===== config.mk =====
export PLATFORM = sky130hd
export DESIGN_NAME = ssp_tx_logic
export DESIGN_NICKNAME = d
export VERILOG_FILES = /design/src/rtl/ssp_tx_logic.sv
export SDC_FILE = /design/constraint.sdc
export NUM_CORES = 1
export LEC_CHECK = 0
export CORE_MARGIN = 5
export CORE_UTILIZATION = 45
export CTS_CLUSTER_DIAMETER = 150
export CTS_CLUSTER_SIZE = 25
export DETAILED_ROUTE_END_ITERATION = 8
export PLACE_DENSITY = 0.68
export SKIP_CTS_REPAIR_TIMING = 1
export SYNTH_ARGS = -nofsm -noshare
export SYNTH_HDL_FRONTEND = slang
export SYNTH_SLANG_ARGS = --single-unit

===== constraint.sdc =====
create_clock -name PCLK -period 3.05 [get_ports PCLK]
set_clock_uncertainty 0.05 [all_clocks]
set_input_delay 0.4575 -clock PCLK [delete_from_list [all_inputs] [get_ports PCLK]]
set_output_delay 0.4575 -clock PCLK [all_outputs]
set_load 0.005 [all_outputs]

===== src/rtl/ssp_tx_logic.sv =====
// ssp_tx_logic: SSP transmit serializer between the TX FIFO and the pads.
// Define SSP_TX_LSB_FIRST_EN to send words LSB-first; the default is MSB-first.
module ssp_tx_logic #(
    parameter int DATA_W  = 8,
    parameter int CLK_DIV = 2
) (
    input  logic              PCLK,
    input  logic              CLEAR_B,
    input  logic [DATA_W-1:0] TxDATA,
    input  logic              EMPTY,
    output logic              LOGICWRITE,
    output logic              SSPCLKOUT,
    output logic              SSPFSSOUT,
    output logic              SSPTXD,
    output logic              SSPOE_B,
    output logic              TX_BUSY
);

    localparam int DIV_W = $clog2(CLK_DIV);
    localparam int CNT_W = $clog2(DATA_W) + 1;

    localparam logic [DIV_W-1:0] DIV_LAST = DIV_W'(CLK_DIV - 1);
    localparam logic [DIV_W-1:0] DIV_HALF = DIV_W'(CLK_DIV / 2 - 1);
    localparam logic [CNT_W-1:0] CNT_TOP  = CNT_W'(DATA_W - 1);
    localparam logic [CNT_W-1:0] CNT_ONE  = CNT_W'(1);

    localparam logic [1:0] ST_IDLE  = 2'd0;
    localparam logic [1:0] ST_FRAME = 2'd1;
    localparam logic [1:0] ST_SHIFT = 2'd2;

    logic [DIV_W-1:0]  div_cnt_q, div_cnt_d;
    logic              sclk_q, sclk_d;
    logic [1:0]        state_q, state_d;
    logic [DATA_W-1:0] shift_q, shift_d;
    logic [CNT_W-1:0]  bit_cnt_q, bit_cnt_d;
    logic              fss_q, fss_d;
    logic              txd_q, txd_d;
    logic              oe_b_q, oe_b_d;
    logic              preload_q, preload_d;

    logic              rise_tick;
    logic              load;
    logic              out_bit;
    logic [DATA_W-1:0] shifted;

`ifdef SSP_TX_LSB_FIRST_EN
    assign out_bit = shift_q[0];
    assign shifted = shift_q >> 1;
`else
    assign out_bit = shift_q[DATA_W-1];
    assign shifted = shift_q << 1;
`endif

    assign rise_tick = (div_cnt_q == DIV_LAST);

    always_comb begin
        // NOTE: every signal gets a default first so no path through this block infers a latch.
        div_cnt_d = rise_tick ? '0 : div_cnt_q + DIV_W'(1);
        sclk_d    = sclk_q;
        if (div_cnt_q == DIV_HALF) begin
            sclk_d = 1'b0;
        end else if (rise_tick) begin
            sclk_d = 1'b1;
        end
    end

    // Framing only advances on rise ticks, so data is stable around the falling edge.
    always_comb begin
        state_d   = state_q;
        shift_d   = shift_q;
        bit_cnt_d = bit_cnt_q;
        fss_d     = fss_q;
        txd_d     = txd_q;
        oe_b_d    = oe_b_q;
        preload_d = preload_q;
        load      = 1'b0;

        if (rise_tick) begin
            case (state_q)
                ST_IDLE: begin
                    if (!EMPTY) begin
                        load    = 1'b1;
                        fss_d   = 1'b1;
                        oe_b_d  = 1'b0;
                        state_d = ST_FRAME;
                    end else begin
                        txd_d  = 1'b0;
                        oe_b_d = 1'b1;
                    end
                end
                ST_FRAME: begin
                    fss_d     = 1'b0;
                    txd_d     = out_bit;
                    shift_d   = shifted;
                    bit_cnt_d = CNT_TOP;
                    state_d   = ST_SHIFT;
                end
                ST_SHIFT: begin
                    if (bit_cnt_q > CNT_ONE) begin
                        txd_d     = out_bit;
                        shift_d   = shifted;
                        bit_cnt_d = bit_cnt_q - CNT_ONE;
                    end else if (bit_cnt_q == CNT_ONE) begin
                        // Last bit goes out; a waiting word is fetched now so it follows gap-free.
                        txd_d     = out_bit;
                        shift_d   = shifted;
                        bit_cnt_d = '0;
                        preload_d = !EMPTY;
                        if (!EMPTY) begin
                            load  = 1'b1;
                            fss_d = 1'b1;
                        end
                    end else if (preload_q) begin
                        fss_d     = 1'b0;
                        txd_d     = out_bit;
                        shift_d   = shifted;
                        bit_cnt_d = CNT_TOP;
                        preload_d = 1'b0;
                    end else begin
                        txd_d   = 1'b0;
                        oe_b_d  = 1'b1;
                        state_d = ST_IDLE;
                    end
                end
                default: begin
                    txd_d   = 1'b0;
                    oe_b_d  = 1'b1;
                    state_d = ST_IDLE;
                end
            endcase
        end

        if (load) begin
            shift_d = TxDATA;
        end
    end

    always_ff @(posedge PCLK) begin
        if (!CLEAR_B) begin
            div_cnt_q <= '0;
            sclk_q    <= 1'b0;
            state_q   <= ST_IDLE;
            shift_q   <= '0;
            bit_cnt_q <= '0;
            fss_q     <= 1'b0;
            txd_q     <= 1'b0;
            oe_b_q    <= 1'b1;
            preload_q <= 1'b0;
        end else begin
            // NOTE: non-blocking assignments so every flop samples pre-edge values.
            div_cnt_q <= div_cnt_d;
            sclk_q    <= sclk_d;
            state_q   <= state_d;
            shift_q   <= shift_d;
            bit_cnt_q <= bit_cnt_d;
            fss_q     <= fss_d;
            txd_q     <= txd_d;
            oe_b_q    <= oe_b_d;
            preload_q <= preload_d;
        end
    end

    // The pop strobe is masked by clear so an in-flight word is never popped during reset.
    assign LOGICWRITE = load && CLEAR_B;
    assign SSPCLKOUT  = sclk_q;
    assign SSPFSSOUT  = fss_q;
    assign SSPTXD     = txd_q;
    assign SSPOE_B    = oe_b_q;
    assign TX_BUSY    = (state_q != ST_IDLE);

endmodule


==> run metrics <==
outcome finished, final reports clean; r2r setup slk a little over 900 ps; Crit path arrival time around 2200 ps; share of layout cells above drive strength 1 0.0709; Skew-Pair Late Insertion Delay 310 ps; syn_nets 145; # Max-Cap Violations 0; Die ar. 3570 µm²; Post-synth EDFFs 0; # port buffers 16; FF/Latch Area 400 µm²; FF-to-FF Start state_q[0]; number of H-tree levels 1; fin. max-slew vios 0; Hold EP SSPTXD; multi-input logic area around 630 µm²; CTS sink cnt 20; filler instances between 200 and 250; final hold vios 0; combinational share of power 0.188; Via Count 940; P per Cell Area 419 nW/µm²; r2r worst-path depth 6; Slew headroom 0.636; gr usage total 0.143; Routed Antenna Nets 0; first-pass GRT wire length slightly below 4 mm; I/O pin count 17; register area share after synthesis 0.359; Placed Instances 167; ANT cells 0; minimum clock period ~2700 ps; syn avg cell area 8.78 µm²; reg2reg end bit_cnt_q[3]; RSZ-0062 raised after global routing no; final setup fails 0; die height between 50 and 60 µm; power share of the clock group 0.286; Syn. warnings 0; Yosys reg bits 20; initial antenna violation count 0; Final Cycle Share 0.872; DRT iter0 DRCs 22; DRC Markers 0; post-synth cell types 36; crit path max fanout 12; final total power 0.550 mW; area grow syn2layout 17.7%; drt total wl approximately 2.3 mm; critical hold path startpoint SSPTXD; setup_tns 0 ps; CTS tree yes; Max clock buf depth 2; Tightest Hold Check Type flip-flop to flip-flop; Psw 0.149 mW; actual slew at the worst max-slew pin between 500 and 600 ps; switching share of power 0.270; P_int 0.402 mW; Nets 160; final cell count without fillers approximately 170; starting density of the core 0.458; startpoint types flip-flop; Final Util 0.540; CP required between 2000 and 3000 ps; Min-Delay Path Depth 2; placer congestion estimate between 0.8 and 0.9; Peak Freq 376 MHz; CTS Root Buffer Type clkbuf_4; vias in the first global route 924; DPL Wire Length 1.71 mm; Placement Rows 18; total gr overflow 0; die width 59.8 µm; CTS Buf Count 3; Peak VDD IR ~0.30 mV; CP Class flip-flop to output port; top_reg_cell synth dfxtp_1; largest net degree at the start of global routing 17; core area 2430 µm²; Crit. End Element output port; post-DR vias/cell around 5.5; 1st-pass router iterations 4; mean routed wirelength per cell between 10 and 15 µm; Reg power frac 0.526; Mapped Cells between 100 and 150; Leak Pwr roughly 0.5 nW; minimum hold slack just over 400 ps; CTS clock-pin slew for the worst setup and hold paths around 110 ps; share of synthesized flip-flops with an asynchronous set or reset 0; Post-Synthesis Cell Area between 1000 and 1500 µm²
per-layer routing:
layer | GRT usage | routed length (µm) | up-vias
li1 | - | - | 478
met1 | 0.195 | 1140 | 433
met2 | 0.222 | 1050 | 24
met3 | 0.0194 | 74 | 5
met4 | 0.0665 | 47 | 0
met5 | 0 | 0 | -
Yosys cell counts, drive strengths merged (2+ instances only):
cell	n	area (µm²)
clkbuf	2	7.51
dfxtp	20	400
nor2	14	52.6
nand2b	2	12.5
mux2i	10	100
nand2	4	15.0
a21oi	12	63.8
nand3	2	10.0
nor2b	2	12.5
o21ai	13	68.8
ha	7	87.6
o2111ai	2	17.5
inv	10	37.5
a311oi	2	17.5
buf	5	36.3
nor3b	3	33.8
o31ai	3	22.5
placed cells by master (no fill, tap or decap), drive strengths merged, types with 3 or more instances in the layout:
master / netlist / final
o21ai: 13 / 13
inv: 10 / 10
mux2i: 10 / 10
dfxtp: 20 / 20
o31ai: 3 / 3
ha: 7 / 7
a21oi: 12 / 12
nand2: 4 / 4
nor2: 14 / 14
clkdlybuf4s50: 0 / 16
nor3b: 3 / 3
clkbuf: 2 / 4
worst max-delay path: stages, from the launching register on:
cell             delay, ps
dfxtp_1                370
inv_1                  110
ha_1                   400
and4bb_2               290
o21ai_2                 60
nor2_1                  90
clkdlybuf4s50_1        510
cell families after synthesis:
logic type                 count (synthesis)  share of synthesized area
buffers and inverters                     17                     0.0730
and+or+nand+nor                           34                      0.175
adders and majority gates                  7                     0.0786
DFF                                       20                      0.359
muxes                                     10                     0.0898
AOI/OAI and AO/OA                         39                      0.224
worst max-delay path by stage:
stage / slack (ps) / end / from
global route: 290 / LOGICWRITE / state_q[0]
floorplan: 1210 / LOGICWRITE / bit_cnt_q[1]
finish: 390 / LOGICWRITE / state_q[0]
CTS: 400 / LOGICWRITE / state_q[0]
detailed placement: 420 / LOGICWRITE / CLEAR_B
global placement: 480 / LOGICWRITE / CLEAR_B
state kept, by name, indices dropped and copies added (netlist names):
name,count
preload_q,1
bit_cnt_q,4
SSPCLKOUT,1
SSPTXD,1
shift_q,8
SSPFSSOUT,1
div_cnt_q,1
state_q,2
SSPOE_B,1
power by group through the flow:
| stage | Combinational, mW | Sequential [mW] | Clock, mW |
|---|---|---|---|
| 2_1_floorplan | 0.0709 | 0.289 | 0 |
| 3_3_place_gp | 0.0998 | 0.294 | 0 |
| 3_5_place_dp | 0.103 | 0.295 | 0 |
| 4_1_cts | 0.103 | 0.289 | 0.164 |
| 5_1_grt | 0.114 | 0.292 | 0.170 |
| 6_report | 0.103 | 0.289 | 0.158 |
area by class of cell:
class / count / area share
multi-input combinational: 90 / 0.482
inverter: 10 / 0.0286
clock buffer: 4 / 0.0276
sequential: 20 / 0.305
tap: 30 / 0.0286
timing repair buffer: 17 / 0.128
stage by stage:
stage,worst slack (ps),instance area [µm²]
6_report,390,1310
5_1_grt,288,1310
4_1_cts,395,1310
3_5_place_dp,423,1280
3_3_place_gp,476,1280
2_1_floorplan,1210,1110
Note: power is estimated with default switching activity, not from simulation.
